### src/rtl/pat_serializer.sv
// Serial pattern generator: shifts a latched pattern out MSB-first, REPS times with idle gaps.
// Optional PATSER_PRBS_FILL_EN fills gap cycles with PRBS7 instead of constant 0.
module pat_serializer #(
    parameter int SIZE = 5,
    parameter int REPW = 4,
    parameter int GAPW = 3
) (
    input  logic            clk,
    input  logic            rst,
    input  logic            start,
    input  logic [SIZE-1:0] pat,
    input  logic [REPW-1:0] reps,
    input  logic [GAPW-1:0] gap,
    input  logic            abort,
    output logic            out,
    output logic            out_valid,
    output logic            busy,
    output logic            done
);

    localparam int BW = (SIZE > 1) ? $clog2(SIZE) : 1;
    localparam logic [BW-1:0] LAST_IDX = BW'(SIZE - 1);

    typedef enum logic [1:0] {
        S_IDLE,
        S_SEND,
        S_GAP
    } state_e;

    state_e          state_q, state_d;
    logic [SIZE-1:0] pat_q, pat_d;
    logic [SIZE-1:0] sh_q, sh_d;
    logic [BW-1:0]   bit_q, bit_d;
    logic [REPW-1:0] frm_q, frm_d;
    logic [GAPW-1:0] gapl_q, gapl_d;
    logic [GAPW-1:0] gcnt_q, gcnt_d;
    logic            out_q, out_d;
    logic            vld_q, vld_d;
    logic            busy_q, busy_d;
    logic            done_q, done_d;
    logic            load_frame;
    logic            fill_adv;
    logic            fill_bit;

    always_ff @(posedge clk or negedge rst) begin
        if (!rst) begin
            state_q <= S_IDLE;
            pat_q   <= '0;
            sh_q    <= '0;
            bit_q   <= '0;
            frm_q   <= '0;
            gapl_q  <= '0;
            gcnt_q  <= '0;
            out_q   <= 1'b0;
            vld_q   <= 1'b0;
            busy_q  <= 1'b0;
            done_q  <= 1'b0;
        end else begin
            state_q <= state_d;
            pat_q   <= pat_d;
            sh_q    <= sh_d;
            bit_q   <= bit_d;
            frm_q   <= frm_d;
            gapl_q  <= gapl_d;
            gcnt_q  <= gcnt_d;
            out_q   <= out_d;
            vld_q   <= vld_d;
            busy_q  <= busy_d;
            done_q  <= done_d;
        end
    end

    always_comb begin
        state_d    = state_q;
        pat_d      = pat_q;
        sh_d       = sh_q;
        bit_d      = bit_q;
        frm_d      = frm_q;
        gapl_d     = gapl_q;
        gcnt_d     = gcnt_q;
        out_d      = out_q;
        vld_d      = vld_q;
        busy_d     = busy_q;
        done_d     = 1'b0;
        load_frame = 1'b0;
        fill_adv   = 1'b0;

        unique case (state_q)
            S_IDLE: begin
                out_d  = 1'b0;
                vld_d  = 1'b0;
                busy_d = 1'b0;
                if (start && !abort) begin
                    pat_d   = pat;
                    sh_d    = {pat[SIZE-2:0], 1'b0};
                    bit_d   = LAST_IDX;
                    frm_d   = (reps == '0) ? REPW'(1) : reps;
                    gapl_d  = gap;
                    out_d   = pat[SIZE-1];
                    vld_d   = 1'b1;
                    busy_d  = 1'b1;
                    state_d = S_SEND;
                end
            end
            S_SEND: begin
                if (bit_q != '0) begin
                    out_d = sh_q[SIZE-1];
                    sh_d  = {sh_q[SIZE-2:0], 1'b0};
                    bit_d = bit_q - 1'b1;
                end else if (frm_q == REPW'(1)) begin
                    // last bit of last frame: one-cycle done, back to idle
                    frm_d   = '0;
                    out_d   = 1'b0;
                    vld_d   = 1'b0;
                    busy_d  = 1'b0;
                    done_d  = 1'b1;
                    state_d = S_IDLE;
                end else begin
                    frm_d = frm_q - 1'b1;
                    if (gapl_q != '0) begin
                        gcnt_d   = gapl_q;
                        out_d    = fill_bit;
                        vld_d    = 1'b0;
                        fill_adv = 1'b1;
                        state_d  = S_GAP;
                    end else begin
                        load_frame = 1'b1;
                    end
                end
            end
            S_GAP: begin
                if (gcnt_q == GAPW'(1)) begin
                    load_frame = 1'b1;
                end else begin
                    gcnt_d   = gcnt_q - 1'b1;
                    out_d    = fill_bit;
                    fill_adv = 1'b1;
                end
            end
            default: begin
                state_d = S_IDLE;
                out_d   = 1'b0;
                vld_d   = 1'b0;
                busy_d  = 1'b0;
            end
        endcase

        if (load_frame) begin
            sh_d    = {pat_q[SIZE-2:0], 1'b0};
            bit_d   = LAST_IDX;
            out_d   = pat_q[SIZE-1];
            vld_d   = 1'b1;
            state_d = S_SEND;
        end

        // cancel wins over everything, no done pulse
        if (abort && state_q != S_IDLE) begin
            state_d  = S_IDLE;
            bit_d    = '0;
            frm_d    = '0;
            gcnt_d   = '0;
            out_d    = 1'b0;
            vld_d    = 1'b0;
            busy_d   = 1'b0;
            done_d   = 1'b0;
            fill_adv = 1'b0;
        end
    end

`ifdef PATSER_PRBS_FILL_EN
    logic [6:0] lfsr_q;

    always_ff @(posedge clk or negedge rst) begin
        if (!rst) begin
            lfsr_q <= 7'h7F;
        end else if (fill_adv) begin
            lfsr_q <= {lfsr_q[5:0], lfsr_q[6] ^ lfsr_q[5]};
        end
    end

    assign fill_bit = lfsr_q[6];
`else
    logic adv_unused;

    assign adv_unused = fill_adv;
    assign fill_bit   = 1'b0;
`endif

    assign out       = out_q;
    assign out_valid = vld_q;
    assign busy      = busy_q;
    assign done      = done_q;

endmodule
### config.mk
export PLATFORM = sky130hd
export DESIGN_NAME = pat_serializer
export DESIGN_NICKNAME = d
export VERILOG_FILES = /design/src/rtl/pat_serializer.sv
export SDC_FILE = /design/constraint.sdc
export NUM_CORES = 1
export LEC_CHECK = 0
export BUFFER_PORTS_ARGS = -buffer_cell sky130_fd_sc_hd__buf_4
export CAP_MARGIN = 5
export CORE_UTILIZATION = 55
export DETAILED_ROUTE_END_ITERATION = 6
export PLACE_DENSITY = 0.83
export SYNTH_ARGS = -nofsm -noshare
export SYNTH_HDL_FRONTEND = slang
export SYNTH_SLANG_ARGS = --single-unit
export TNS_END_PERCENT = 100
### constraint.sdc
create_clock -name clk -period 4.2 [get_ports clk]
set_clock_uncertainty 0.05 [all_clocks]
set_input_delay 0.21 -clock clk [delete_from_list [all_inputs] [get_ports clk]]
set_output_delay 0.21 -clock clk [all_outputs]
set_load 0.01 [all_outputs]
==> impl_results.md <==
- # diodes: 0
- Tot GR Track Use: between 20% and 30%
- Post-DRT Antenna Nets: 0
- Most frequent cells in the layout: 44 x nand2_1, 28 x dfrtp_1, 20 x buf_4, 11 x nor2_1
- WHS Endpoint: gapl_q[0]
- Post_cts resized: 0
- Slowest CP cell: nor2b_2
- FF-to-FF setup slack: 1.75 ns
- Pwr Density: 707 mW/mm²
- Clk slew on worst S/H paths: approximately 0.15 ns
- DP Cell Count: 251
- PortBufs: 19
- Post-CTS Setup Repair Bufs: 0
- Die width: 58.2 µm
- DRC Markers: 0
- Finish-stage setup viols: 0
- Rows: 20
- Period utilisation layout: 58.4%
- Total grt overflow: 0
- I/O pin count: 20
- Post-synthesis simple-gate area fraction: a little under a quarter
- Critical path class: reg2reg
- Mapped cell area: ~0.0017 mm²
- Sequential area share after synthesis: 40.4%
- Total CTS buffers: 3
- Root cell of the clock tree: clkbuf_4
- Worst-case clock buffer depth: 2
- DP Area: 0.00188 mm²
- Clock network latency to the later pin of the worst-skew pair: between 0.3 and 0.4 ns
- Slowest stage delay, CP: 0.57 ns
- DIE AREA: 0.00338 mm²
- Mean Syn Cell Area: slightly below 9 µm²
- Period minus WS final: 2.45 ns
- CP max FO: 19
- Main combinational cell family by area after synthesis: simple AND/OR/NAND/NOR gates
- CTS Sinks: 28
- CTS tree: built
- Min-delay src: gap[0]
- Final non-filler cell area: approximately 0.0020 mm²
- Cells on Worst Hold Path: 3
- Vias in the first global route: 1,291
- Fin worst setup slack: 1.75 ns
- First-pass GRT wire length: 5.71 mm
- RD Place Congestion: 0.834
- Avg WL per Cell: 13.3 µm
- Main synth FF type: dfrtp_1
- MaxCap Viol Count: 0
- IR drop worst, VDD: 296 µV
- Worst R2R Path Depth: 7
- Leakage power: 0.924 nW
- Routed vias/inst: between 5 and 6
- Util after Layout: about two thirds
- Seq cells post-synth: 28
- Initial antenna violation count: 0
- Relative slew slack: between 50% and 60%
- CP endpoint kind: register
- Cts hold-fix bufs: 3
- Starting Density: ~57%
- Status: complete, no violations
- Post-synthesis cell count: 198
- Layout Cells excl Fill: 259
- Unrepaired setup endpoints after global routing: no
- Reg2Reg Launch Point: state_q[0]
- Filler cells: 266
- H-tree depth: 1
- Max Clk Rate: slightly above 400 MHz
- Post-synthesis mux area share: 5.56%
- Vert. Die Dim: 58.2 µm
- Final Hold Viols: 0
- Layout Nets: 242
- Mapped Nets: roughly 220
- Number of synthesized flops with an enable pin: 0
- Cell variety after synth: 43
- Via count: 1,390
- Core area: between 0.003 and 0.004 mm²
- Worst slack, placed: 1.79 ns
- Async set or reset register ratio after synthesis: 100%
- Xor and xnor area share after synthesis: 0.505%
- Crit-path cells: inv_1 > ha_1 > and3b_1 > a41oi_4 > nor2b_2 > nor3b_1 > a221o_1
- DRT Wirelength: 3.44 mm
- Synth Area in Compound Gates: between 15 and 20%
- Critical Path Source Type: register
- Slew Limit Fails: 0
- Drt first pass iters: 4
- Reg2Reg Capture Point: out_valid
- Least-Margin Pin Slew: 0.670 ns
- Starting DRC count in detailed routing: 55
- Crit path launch: state_q[0]
- Worst Hold Class: in2reg
- Final HPWL DP: 2.51 mm
- Post-synthesis adder-cell area fraction: under 10%
- Worst Path Required: 4.38 ns
- Setup total negative slack: 0 ns
- Worst path arrival time: roughly 2.6 ns
- Synth-to-Final Area Change: 13.9%
- Synth warn: 0
- Most common cell after layout, fill and taps aside: nand2_1
- Share of post-route cells with drive strength above 1: 14.9%
- Largest net degree at the start of global routing: 29
-- sequential cells by signal, indices dropped and copies added, names as in the netlist --
signal	cells
bit_q	3
busy	1
done	1
frm_q	4
gapl_q	3
gcnt_q	3
out	1
out_valid	1
pat_q	5
sh_q	4
state_q	2
-- layout make-up --
class	instances	area, µm²	share of cell area, %
multi-input combinational	149	938	47.5
sequential	28	701	35.5
timing repair buffer	24	190	9.63
tap	44	55.1	2.79
inverter	10	37.5	1.90
clock inverter	1	30.0	1.52
clock buffer	3	22.5	1.14
-- kinds of logic (layout without fill, tap and decap cells) --
family          after synthesis  after routing
compound gates               42             42
xor+xnor                      1              1
fa+ha+maj                    10             10
buf+inv                      21             38
flops                        28             28
mux                           9              9
simple gates                 87             87
-- synthesized netlist by cell type (all sizes together) (7+ instances only) --
| library cell | n | area (µm²) |
|---|---|---|
| inv | 10 | 37.5 |
| o21ai | 13 | 65.1 |
| nor2b | 7 | 46.3 |
| nand2 | 44 | 165 |
| nor2 | 11 | 41.3 |
| clkbuf | 7 | 26.3 |
| ha | 10 | 125 |
| dfrtp | 28 | 701 |
-- metrics by stage --
stage               power, mW  hold slack, ns
global placement         1.20          0.0937
detailed placement       1.21          0.0948
CTS                      1.39         0.00122
floorplan                1.06          -0.136
global route             1.51         0.00265
finish                   1.40         0.00963
-- layer usage --
metal | vias to the layer above | global-route usage, % | share of wire, %
met5 | - | 0 | 0
met4 | 0 | 8.16 | 0.78
met3 | 4 | 2.23 | 2.8
met2 | 28 | 36.5 | 47
met1 | 640 | 29.8 | 49
li1 | 718 | - | -
-- how the worst max path moves through the flow --
stage / endpoint / slack [ns]
floorplan: state_q[1] / 2.14
global placement: out_valid / 1.90
detailed placement: out_valid / 1.79
CTS: out_valid / 1.77
global route: gcnt_q[2] / 1.61
finish: out_valid / 1.75
-- power by group --
part / total (mW) / switching [mW] / internal, mW
registers: 0.471 / 0.0858 / 0.386
logic: 0.746 / 0.427 / 0.319
clock network: 0.178 / 0.0811 / 0.0966
-- worst max-delay path, delay by kind of cell, from the launching register on --
family | cells | cell delay [ns]
DFF | 1 | 0.45
AOI/OAI and AO/OA | 2 | 0.36
adders and majority gates | 1 | 0.35
buffers and inverters | 1 | 0.12
and+or+nand+nor | 3 | 1.02
(Power assumes the default switching activity.)
